### src/rtl/imem_pkg.sv
// Shared constants and FSM state type for the instruction-memory loader.
package imem_pkg;
  localparam int DEPTH = 64;
  localparam int AW    = 6;
  localparam logic [AW:0] MAX_COUNT = 7'd64;

  typedef enum logic [1:0] {
    IDLE  = 2'd0,
    LOAD  = 2'd1,
    WRITE = 2'd2,
    DONE  = 2'd3
  } state_t;
endpackage

### src/rtl/imem_byte_packer.sv
// Packs a little-endian byte stream into 32-bit words: byte k lands in bits [8k+7:8k].
module imem_byte_packer (
  input  logic        clk,
  input  logic        rst_n,
  input  logic        clear,
  input  logic        accept,
  input  logic [7:0]  byte_data,
  output logic [31:0] word,
  output logic        last_byte
);
  logic [1:0]  cnt_r;
  logic [31:0] word_r;

  // byte lane counter and assembly register
  always_ff @(posedge clk) begin
    if (!rst_n) begin
      cnt_r  <= 2'd0;
      word_r <= 32'd0;
    end else if (clear) begin
      cnt_r  <= 2'd0;
      word_r <= 32'd0;
    end else if (accept) begin
      word_r[{cnt_r, 3'b000} +: 8] <= byte_data;
      cnt_r                        <= cnt_r + 2'd1;
    end else begin
      cnt_r  <= cnt_r;
      word_r <= word_r;
    end
  end

  assign word      = word_r;
  assign last_byte = (cnt_r == 2'd3);
endmodule

### src/rtl/imem_loader.sv
// Boot loader: streams bytes into 32-bit words, writes them to instruction memory
// from word 0 upward, and holds the core in reset until the load completes.
module imem_loader
  import imem_pkg::*;
(
  input  logic          clk,
  input  logic          rst_n,
  input  logic          start,
  input  logic [AW:0]   word_count,
  input  logic          byte_valid,
  input  logic [7:0]    byte_data,
  output logic          byte_ready,
  output logic          we,
  output logic [AW-1:0] waddr,
  output logic [31:0]   wdata,
  output logic          busy,
  output logic          done,
  output logic          err,
  output logic          core_rst_n
);
  state_t        state_r, next_s;
  logic [AW:0]   count_r;
  logic [AW-1:0] waddr_r;
  logic          byte_ready_r, we_r, busy_r, done_r, err_r, core_rst_n_r;
  logic          legal_s, idle_like_s, load_start_s, bad_start_s;
  logic          accept_s, last_byte_s, last_addr_s;
  logic [31:0]   word_s;

  assign legal_s      = (word_count != 7'd0) && (word_count <= MAX_COUNT);
  assign idle_like_s  = (state_r == IDLE) || (state_r == DONE);
  assign load_start_s = start && legal_s && idle_like_s;
  assign bad_start_s  = start && !legal_s && idle_like_s;
  assign accept_s     = byte_valid && byte_ready_r;
  assign last_addr_s  = ({1'b0, waddr_r} == (count_r - 7'd1));

  imem_byte_packer u_packer (
    .clk       (clk),
    .rst_n     (rst_n),
    .clear     (load_start_s),
    .accept    (accept_s),
    .byte_data (byte_data),
    .word      (word_s),
    .last_byte (last_byte_s)
  );

  // next-state logic
  always_comb begin
    next_s = state_r;
    case (state_r)
      IDLE: begin
        if (load_start_s) next_s = LOAD;
        else              next_s = IDLE;
      end
      LOAD: begin
        if (accept_s && last_byte_s) next_s = WRITE;
        else                         next_s = LOAD;
      end
      WRITE: begin
        if (last_addr_s) next_s = DONE;
        else             next_s = LOAD;
      end
      DONE: begin
        if (load_start_s)     next_s = LOAD;
        else if (bad_start_s) next_s = IDLE;
        else                  next_s = DONE;
      end
      default: next_s = IDLE;
    endcase
  end

  // state, address/count tracking and registered outputs decoded from the next state
  always_ff @(posedge clk) begin
    if (!rst_n) begin
      state_r      <= IDLE;
      count_r      <= 7'd0;
      waddr_r      <= 6'd0;
      byte_ready_r <= 1'b0;
      we_r         <= 1'b0;
      busy_r       <= 1'b0;
      done_r       <= 1'b0;
      err_r        <= 1'b0;
      core_rst_n_r <= 1'b0;
    end else begin
      state_r      <= next_s;
      byte_ready_r <= (next_s == LOAD);
      we_r         <= (next_s == WRITE);
      busy_r       <= (next_s == LOAD) || (next_s == WRITE);
      done_r       <= (next_s == DONE);
      core_rst_n_r <= (next_s == DONE);
      if (load_start_s) begin
        count_r <= word_count;
        waddr_r <= 6'd0;
        err_r   <= 1'b0;
      end else if (bad_start_s) begin
        count_r <= count_r;
        waddr_r <= waddr_r;
        err_r   <= 1'b1;
      end else if ((state_r == WRITE) && (next_s == LOAD)) begin
        count_r <= count_r;
        waddr_r <= waddr_r + 6'd1;
        err_r   <= err_r;
      end else begin
        count_r <= count_r;
        waddr_r <= waddr_r;
        err_r   <= err_r;
      end
    end
  end

  assign byte_ready = byte_ready_r;
  assign we         = we_r;
  assign waddr      = waddr_r;
  assign wdata      = word_s;
  assign busy       = busy_r;
  assign done       = done_r;
  assign err        = err_r;
  assign core_rst_n = core_rst_n_r;
endmodule
### config.mk
export PLATFORM = sky130hd
export DESIGN_NAME = imem_loader
export DESIGN_NICKNAME = d
export VERILOG_FILES = /design/src/rtl/imem_pkg.sv /design/src/rtl/imem_byte_packer.sv /design/src/rtl/imem_loader.sv
export SDC_FILE = /design/constraint.sdc
export NUM_CORES = 1
export LEC_CHECK = 0
export BUFFER_PORTS_ARGS = -buffer_cell sky130_fd_sc_hd__buf_2
export CAP_MARGIN = 20
export CORE_MARGIN = 1.5
export CORE_UTILIZATION = 56
export CTS_CLUSTER_SIZE = 25
export DETAILED_ROUTE_END_ITERATION = 7
export PLACE_DENSITY_LB_ADDON = 0.05
export SYNTH_ARGS = -nofsm -noshare
export SYNTH_HDL_FRONTEND = slang
export SYNTH_SLANG_ARGS = --single-unit
### constraint.sdc
create_clock -name clk -period 5.55 [get_ports clk]
set_input_delay 0.2775 -clock clk [delete_from_list [all_inputs] [get_ports clk]]
set_output_delay 0.2775 -clock clk [all_outputs]
set_load 0.005 [all_outputs]
# Yosys cells after proc, flatten, opt, wreduce, memory -nomap -nowiden
# Index checks and enable logic that the tools add are counted.
# W data, S select, Z words.
[totals]
wordCells = 49
inputBits = 19
ff_bits = 54
[classes]
bitwise = 2
reduce_logical = 15
n_addsub = 4
mux = 7
eq_ne = 8
shift = 2
order_cmp = 1
[op_table]
columns = ["cell", "n"]
rows = [
  ["$bwmux W32", 1],
  ["$shift A8 B7 Y32 const A", 1],
  ["$shiftx A8 B7 Y32", 1],
  ["$eq A2 B2 Y1 const B", 5],
  ["$logic_and A1 B1 Y1", 8],
  ["$mux W2", 4],
  ["$pmux W2 S4", 1],
  ["$eq A6 B7 Y1", 1],
  ["$le A7 B7 Y1 const B", 1],
  ["$neg A5 Y7", 1],
  ["$reduce_bool A7 Y1", 1],
  ["$sub A7 B1 Y7 const B", 1],
  ["$add A6 B1 Y6 const B", 1],
  ["$eq A2 B1 Y1 const B", 2],
  ["$add A2 B1 Y2 const B", 1],
  ["$logic_not A2 Y1", 1],
  ["$logic_or A1 B1 Y1", 2],
  ["$not A1 Y1", 2],
  ["$reduce_and A2 Y1", 1],
  ["$reduce_or A2 Y1", 1],
  ["$logic_not A1 Y1", 1],
  ["$mux W1", 1],
]

# Depth between registers and ports, before layout
[logic_depth]
ltp_word = 11
ltp_mapped = 11
depth_no_buf = 11

# Modules after synthesis
# A second synthesis with hierarchy kept.
[unflattened]
hier_cells = 270
hier_area_um2 = 2519.9
[by_module_without_submodules]
columns = ["mod", "area_per_inst_um2", "n_inst", "seq_area_each_um2", "cells_per_inst"]
rows = [
  ["imem_byte_packer", 1380.1, 1, 680.7, 142],
  ["imem_loader", 1139.8, 1, 400.4, 128],
]

# Least setup slack after synthesis
# OpenSTA, ideal clock, no wires.
[synth_timing]
path_type = "input to register"
start = "input word_count[3]"
end = "register waddr_r[4] (netlist: waddr[4])"
required_time_ns = 5.484
path_buffers = 0
arrival_time_ns = 2.763
path_stages = 8
setup_slack_ns = 2.721
cell_sequence = "or4_4 o31a_1 nor3_4 a2bb2oi_1 ha_1 nand2_1 or4_4 a21oi_2"
[synth_via]
elab_chain_len = 11
[synth_lines]
columns = ["element", "line", "rtl"]
rows = [
  ["start: declaration", "imem_loader.sv:9", "input logic [AW:0] word_count,"],
  ["$le A7 B7 Y1 / $reduce_bool A7 Y1 (equally long branches)", "imem_loader.sv:29", "assign legal_s = (word_count != 7'd0) && (word_count <= MAX_COUNT);"],
  ["$logic_and A1 B1 Y1 (*)", "imem_loader.sv:29", ""],
  ["$logic_not A1 Y1", "imem_loader.sv:32", "assign bad_start_s = start && !legal_s && idle_like_s;"],
  ["$logic_and A1 B1 Y1 (2 in series)", "imem_loader.sv:32", ""],
  ["$mux W2", "imem_loader.sv:64", "else if (bad_start_s) next_s = IDLE;"],
  ["$mux W2", "imem_loader.sv:63", "if (load_start_s) next_s = LOAD;"],
  ["$pmux W2 S4 (*)", "imem_loader.sv:49", "case (state_r)"],
  ["via next_s[0]", "imem_loader.sv:21", "state_t state_r, next_s;"],
  ["$eq A2 B1 Y1 (*)", "imem_loader.sv:98", "end else if ((state_r == WRITE) && (next_s == LOAD)) begin"],
  ["$logic_and A1 B1 Y1 (*)", "imem_loader.sv:98", ""],
  ["$reduce_and A2 Y1 (no source line) (*)", "--", ""],
  ["end signal: assignment", "imem_loader.sv:96", "waddr_r <= waddr_r;"],
  ["end signal: assignment", "imem_loader.sv:100", "waddr_r <= waddr_r + 6'd1;"],
  ["end signal: assignment", "imem_loader.sv:104", "waddr_r <= waddr_r;"],
  ["end: declaration", "imem_loader.sv:23", "logic [AW-1:0] waddr_r;"],
]
# Mark *: on every way through the listed nets, which the timed path passes. The rest lies on a longest branch.
# A chain may end at the register's enable or synchronous reset.

# Worst setup path after layout
[layout_timing]
start = "register state_r[0]"
end = "register waddr_r[5] (netlist: waddr[5])"
[layout_via]
elab_chain_len = 9
[layout_lines]
columns = ["element", "line", "rtl"]
rows = [
  ["start: declaration", "imem_loader.sv:21", ""],
  ["start signal: assignment", "imem_loader.sv:84", "state_r <= next_s;"],
  ["$eq A2 B2 Y1 / $logic_not A2 Y1 (equally long branches)", "imem_loader.sv:30, imem_loader.sv:49", ""],
  ["$logic_or A1 B1 Y1", "imem_loader.sv:30", "assign idle_like_s = (state_r == IDLE) || (state_r == DONE);"],
  ["$logic_and A1 B1 Y1", "imem_loader.sv:32", ""],
  ["$mux W2", "imem_loader.sv:64", ""],
  ["$mux W2", "imem_loader.sv:63", ""],
  ["$pmux W2 S4 (*)", "imem_loader.sv:49", ""],
  ["via next_s[0]", "imem_loader.sv:21", ""],
  ["$eq A2 B1 Y1 (*)", "imem_loader.sv:98", ""],
  ["$logic_and A1 B1 Y1 (*)", "imem_loader.sv:98", ""],
  ["$reduce_and A2 Y1 (no source line) (*)", "--", ""],
]
# Marks and branches as above.

==> metrics.cfg <==
[outcome]
status = finished, final reports clean

[timing]
setup_ws_ns = 2.54
hold_violations = 0
maxClockFrequency_mhz = 332
fin_crit_sh_pct = 54.2
timing.setup.tns_ns = 0
timing.clock.skew_ns = 0.00730
final-setup-viol-count = 0
grt_setup_unrepaired = false
post-route-min-period_ns = 3.01
timing.final.max_slew_violations = 0
relSlewSlack_pct = 41.3
final_hold_slack_ns = 0.252
transition_time_of_the_tightest_slew_check_pin_ns = 0.878

[hold_path]
hold_depth = 3
min_path_type = in -> reg

[final_layout]
final_design_area_no_fill_um2 = 2860
drive_above_1_share_pct = 26.8
fin_util_pct = 70.5
nNetsFinal = 345
register_area_um2 = 1080
multiInputGateArea_um2 = 1240
syn2layout_area_growth_pct = 19.5
count_of_antenna_diodes_in_the_layout = 0
fillers = 338

[global_routing]
grt-ovfl-total = 0
global_route_wire_length_before_repair_um = 8340
grt_antenna_before_repair = 0
pin_count_of_the_biggest_net_entering_global_routing = 42
grtUsageTotal_pct = 24.4
grt_pass1_vias = 1766

[place]
dpl.hpwl_um = 3790
place_worst_setup_slack_ns = 2.34
postPlaceCellArea_um2 = 2740
placement.io_buffers = 62
place.gp.congestion = 0.888

[critical_path]
crit_required_ns = 5.80
rr_startpoint = state_r[0]
r2r_worst_path_depth = 9
path_cells = inv_1, ha_1, nand2b_1, nor3_4, a2bb2oi_1, ha_1, nand2_1, or4_1, a21oi_1
timing.critical_path.arrival_ns = 3.26
crit_type = reg -> reg
startpoint_type = register
slowest_stage = or4_1
reg2reg_setup_slack_ns = 2.54
setup.worst_path.end_class = register
cp_launch_point = state_r[0]
critPathMostFrequentCell = ha_1
critPathMaxFanout = 10
timing.critical_path.slowest_cell_delay_ns = 0.52
worst_r2r_endpoint = waddr[5]
endpoint = waddr[5]

[synth]
synth_area_leader_cell = dfxtp_1
synth.ff_latch_count = 54
synth.avg_cell_area_um2 = 9.53
ys.flop_type = dfxtp_1
most_used_standard_cell_by_instance_count_after_synthesis = dfxtp_1
cell_types_with_the_largest_area_share_after_synthesis = dfxtp_1 45%, a22oi_1 10%, ha_1 7.3%
synth_cells = 251
post-synth-top-area-fraction_pct = 45.2
asyncSetResetFlopFracSynth_pct = 0
synth_warn = 0
synth_seq_area_share_pct = 45.2
synthesis.area_um2 = 2390
postSynthNetCount = 284
post_synth_edffs = 0
synth.top_cells.by_count = 54 x dfxtp_1, 37 x nor2_1, 33 x a22oi_1, 14 x ha_1, 9 x nand3_1
synthDistinctLibCells = 42

[floorplan]
placeableCoreArea_um2 = 4060
die_height_um = 68.4
dieArea_um2 = 4670
boundaryPins = 63
die-width_um = 68.4
initial_core_utilization_pct = 59.0
placementRows = 23

[pwr]
share_clk_of_total_power_pct = 37.1
combinationalPowerShare_pct = 9.0
power.share.sequential_pct = 53.9
switching_share_pct = 24.7
power-per-cell-area_nw_per_um2 = 259
p_sw_uw = 183
vdd_drop_max_v = 0.000201
power.static_leakage_uw = 0.00120
cellInternalPower_uw = 558

[cts]
clock_sink_count = 54
h-tree-depth = 2
cts_setup_buffers = 0
cts-hold-fix-buffers = 0
clockRootBuffer = clkbuf_8
cts-buffers-inserted = 5
count_of_cells_resized_by_post_cts_repair = 0
insertion_delay_ns = 0.32
cts_tree = done
cts-root-to-sink-buffers = 2
clk_pin_slew_ns = 0.10

[detailed_routing]
routed_wirelength_um = 5350
wl_per_cell_um = 14.7
drcViolationCount = 0
detail_route.iter0.violations = 199
routed-via-count = 2048
firstDrtPassIters = 4
route.antenna.remaining_nets = 0
detail_route.vias_per_cell = 5.64

[run]
cap_violations = 0

## power by group through the flow
stage	logic [uW]	clock network, uW	registers, uW
after floorplan	45.1	0	407
after global placement	65.9	0	408
after detailed placement	66.4	0	408
after CTS	66.8	279	399
after global routing	74.9	293	401
final	66.7	274	400
## sequential cells by signal, summed over array words and instances (netlist names), 2 cells and up
signal,cells
u_packer.word,32
count_r,7
waddr,6
state_r,2
u_packer.cnt_r,2
## layout by cell type (no fill, tap or decap), types with 2 or more instances in the layout
| cell type | Yosys | final |
|---|---|---|
| o31ai_1 | 3 | 3 |
| o21ai_0 | 6 | 6 |
| a21oi_1 | 8 | 8 |
| nand3_1 | 9 | 9 |
| nor4b_2 | 0 | 2 |
| a22oi_1 | 33 | 33 |
| or4_1 | 3 | 3 |
| mux2i_1 | 6 | 6 |
| and2_1 | 5 | 5 |
| dfxtp_1 | 54 | 54 |
| buf_4 | 1 | 3 |
| nand2b_1 | 2 | 2 |
| inv_6 | 0 | 2 |
| nand2_1 | 5 | 5 |
| xnor2_1 | 5 | 5 |
| nor2b_1 | 8 | 8 |
| or4_4 | 2 | 2 |
| or3_2 | 2 | 2 |
| nor4_1 | 3 | 3 |
| or3b_2 | 2 | 2 |
| ha_1 | 14 | 14 |
| nor3_1 | 3 | 3 |
| xor2_1 | 4 | 4 |
| clkbuf_8 | 0 | 5 |
| nor2_1 | 37 | 37 |
| inv_1 | 8 | 8 |
| buf_2 | 4 | 62 |
## layer usage
metal,vias up,GRT usage [%],part of all wire (%)
li1,1023,-,-
met1,959,35.3,48
met2,59,35.0,44
met3,7,5.92,6.6
met4,0,8.75,1.4
met5,-,0,0
## worst max-delay path: cells and delay by family (launching register included)
family                   cells  cell delay, ns
AO/OA/AOI/OAI                2            0.52
adder cells (fa/ha/maj)      2            0.56
buffers and inverters        1            0.08
flip-flops                   1            0.38
AND/OR/NAND/NOR              4            1.40
## worst min-delay path by stage
stage                            startpoint                 to  slack [ns]
after detailed placement  u_packer.cnt_r[1]  u_packer.cnt_r[1]        0.49
after CTS                     word_count[6]         count_r[6]        0.25
after global routing           byte_data[1]  u_packer.word[17]        0.26
final                         word_count[5]         count_r[5]        0.25
after global placement                  err                err        0.46
after floorplan                       rst_n         count_r[3]        0.41
## metrics by stage
stage,power (uW),instances
final,741,363
after global routing,769,363
after floorplan,452,251
after CTS,745,363
after global placement,474,355
after detailed placement,475,355
## kinds of logic (layout without fill, tap and decap cells)
group | count (synthesis) | count (layout) | share of synthesized area (%)
and+or+nand+nor | 90 | 90 | 20.4
DFF | 54 | 54 | 45.2
AOI/OAI and AO/OA | 59 | 59 | 17.6
buffers and inverters | 19 | 81 | 3.66
muxes | 6 | 6 | 2.51
xor gates and xnor gates | 9 | 9 | 3.29
adders and majority gates | 14 | 14 | 7.32
## final cells by class
cell class              instances  area share, %
clock inverters                 3           1.66
clock buffers                   5           2.41
inverters                       8           1.05
well taps                      50           2.19
multi-input cells             178           43.2
flip-flops and latches         54           37.8
repair buffers                 65           11.6
(Power assumes the default switching activity.)
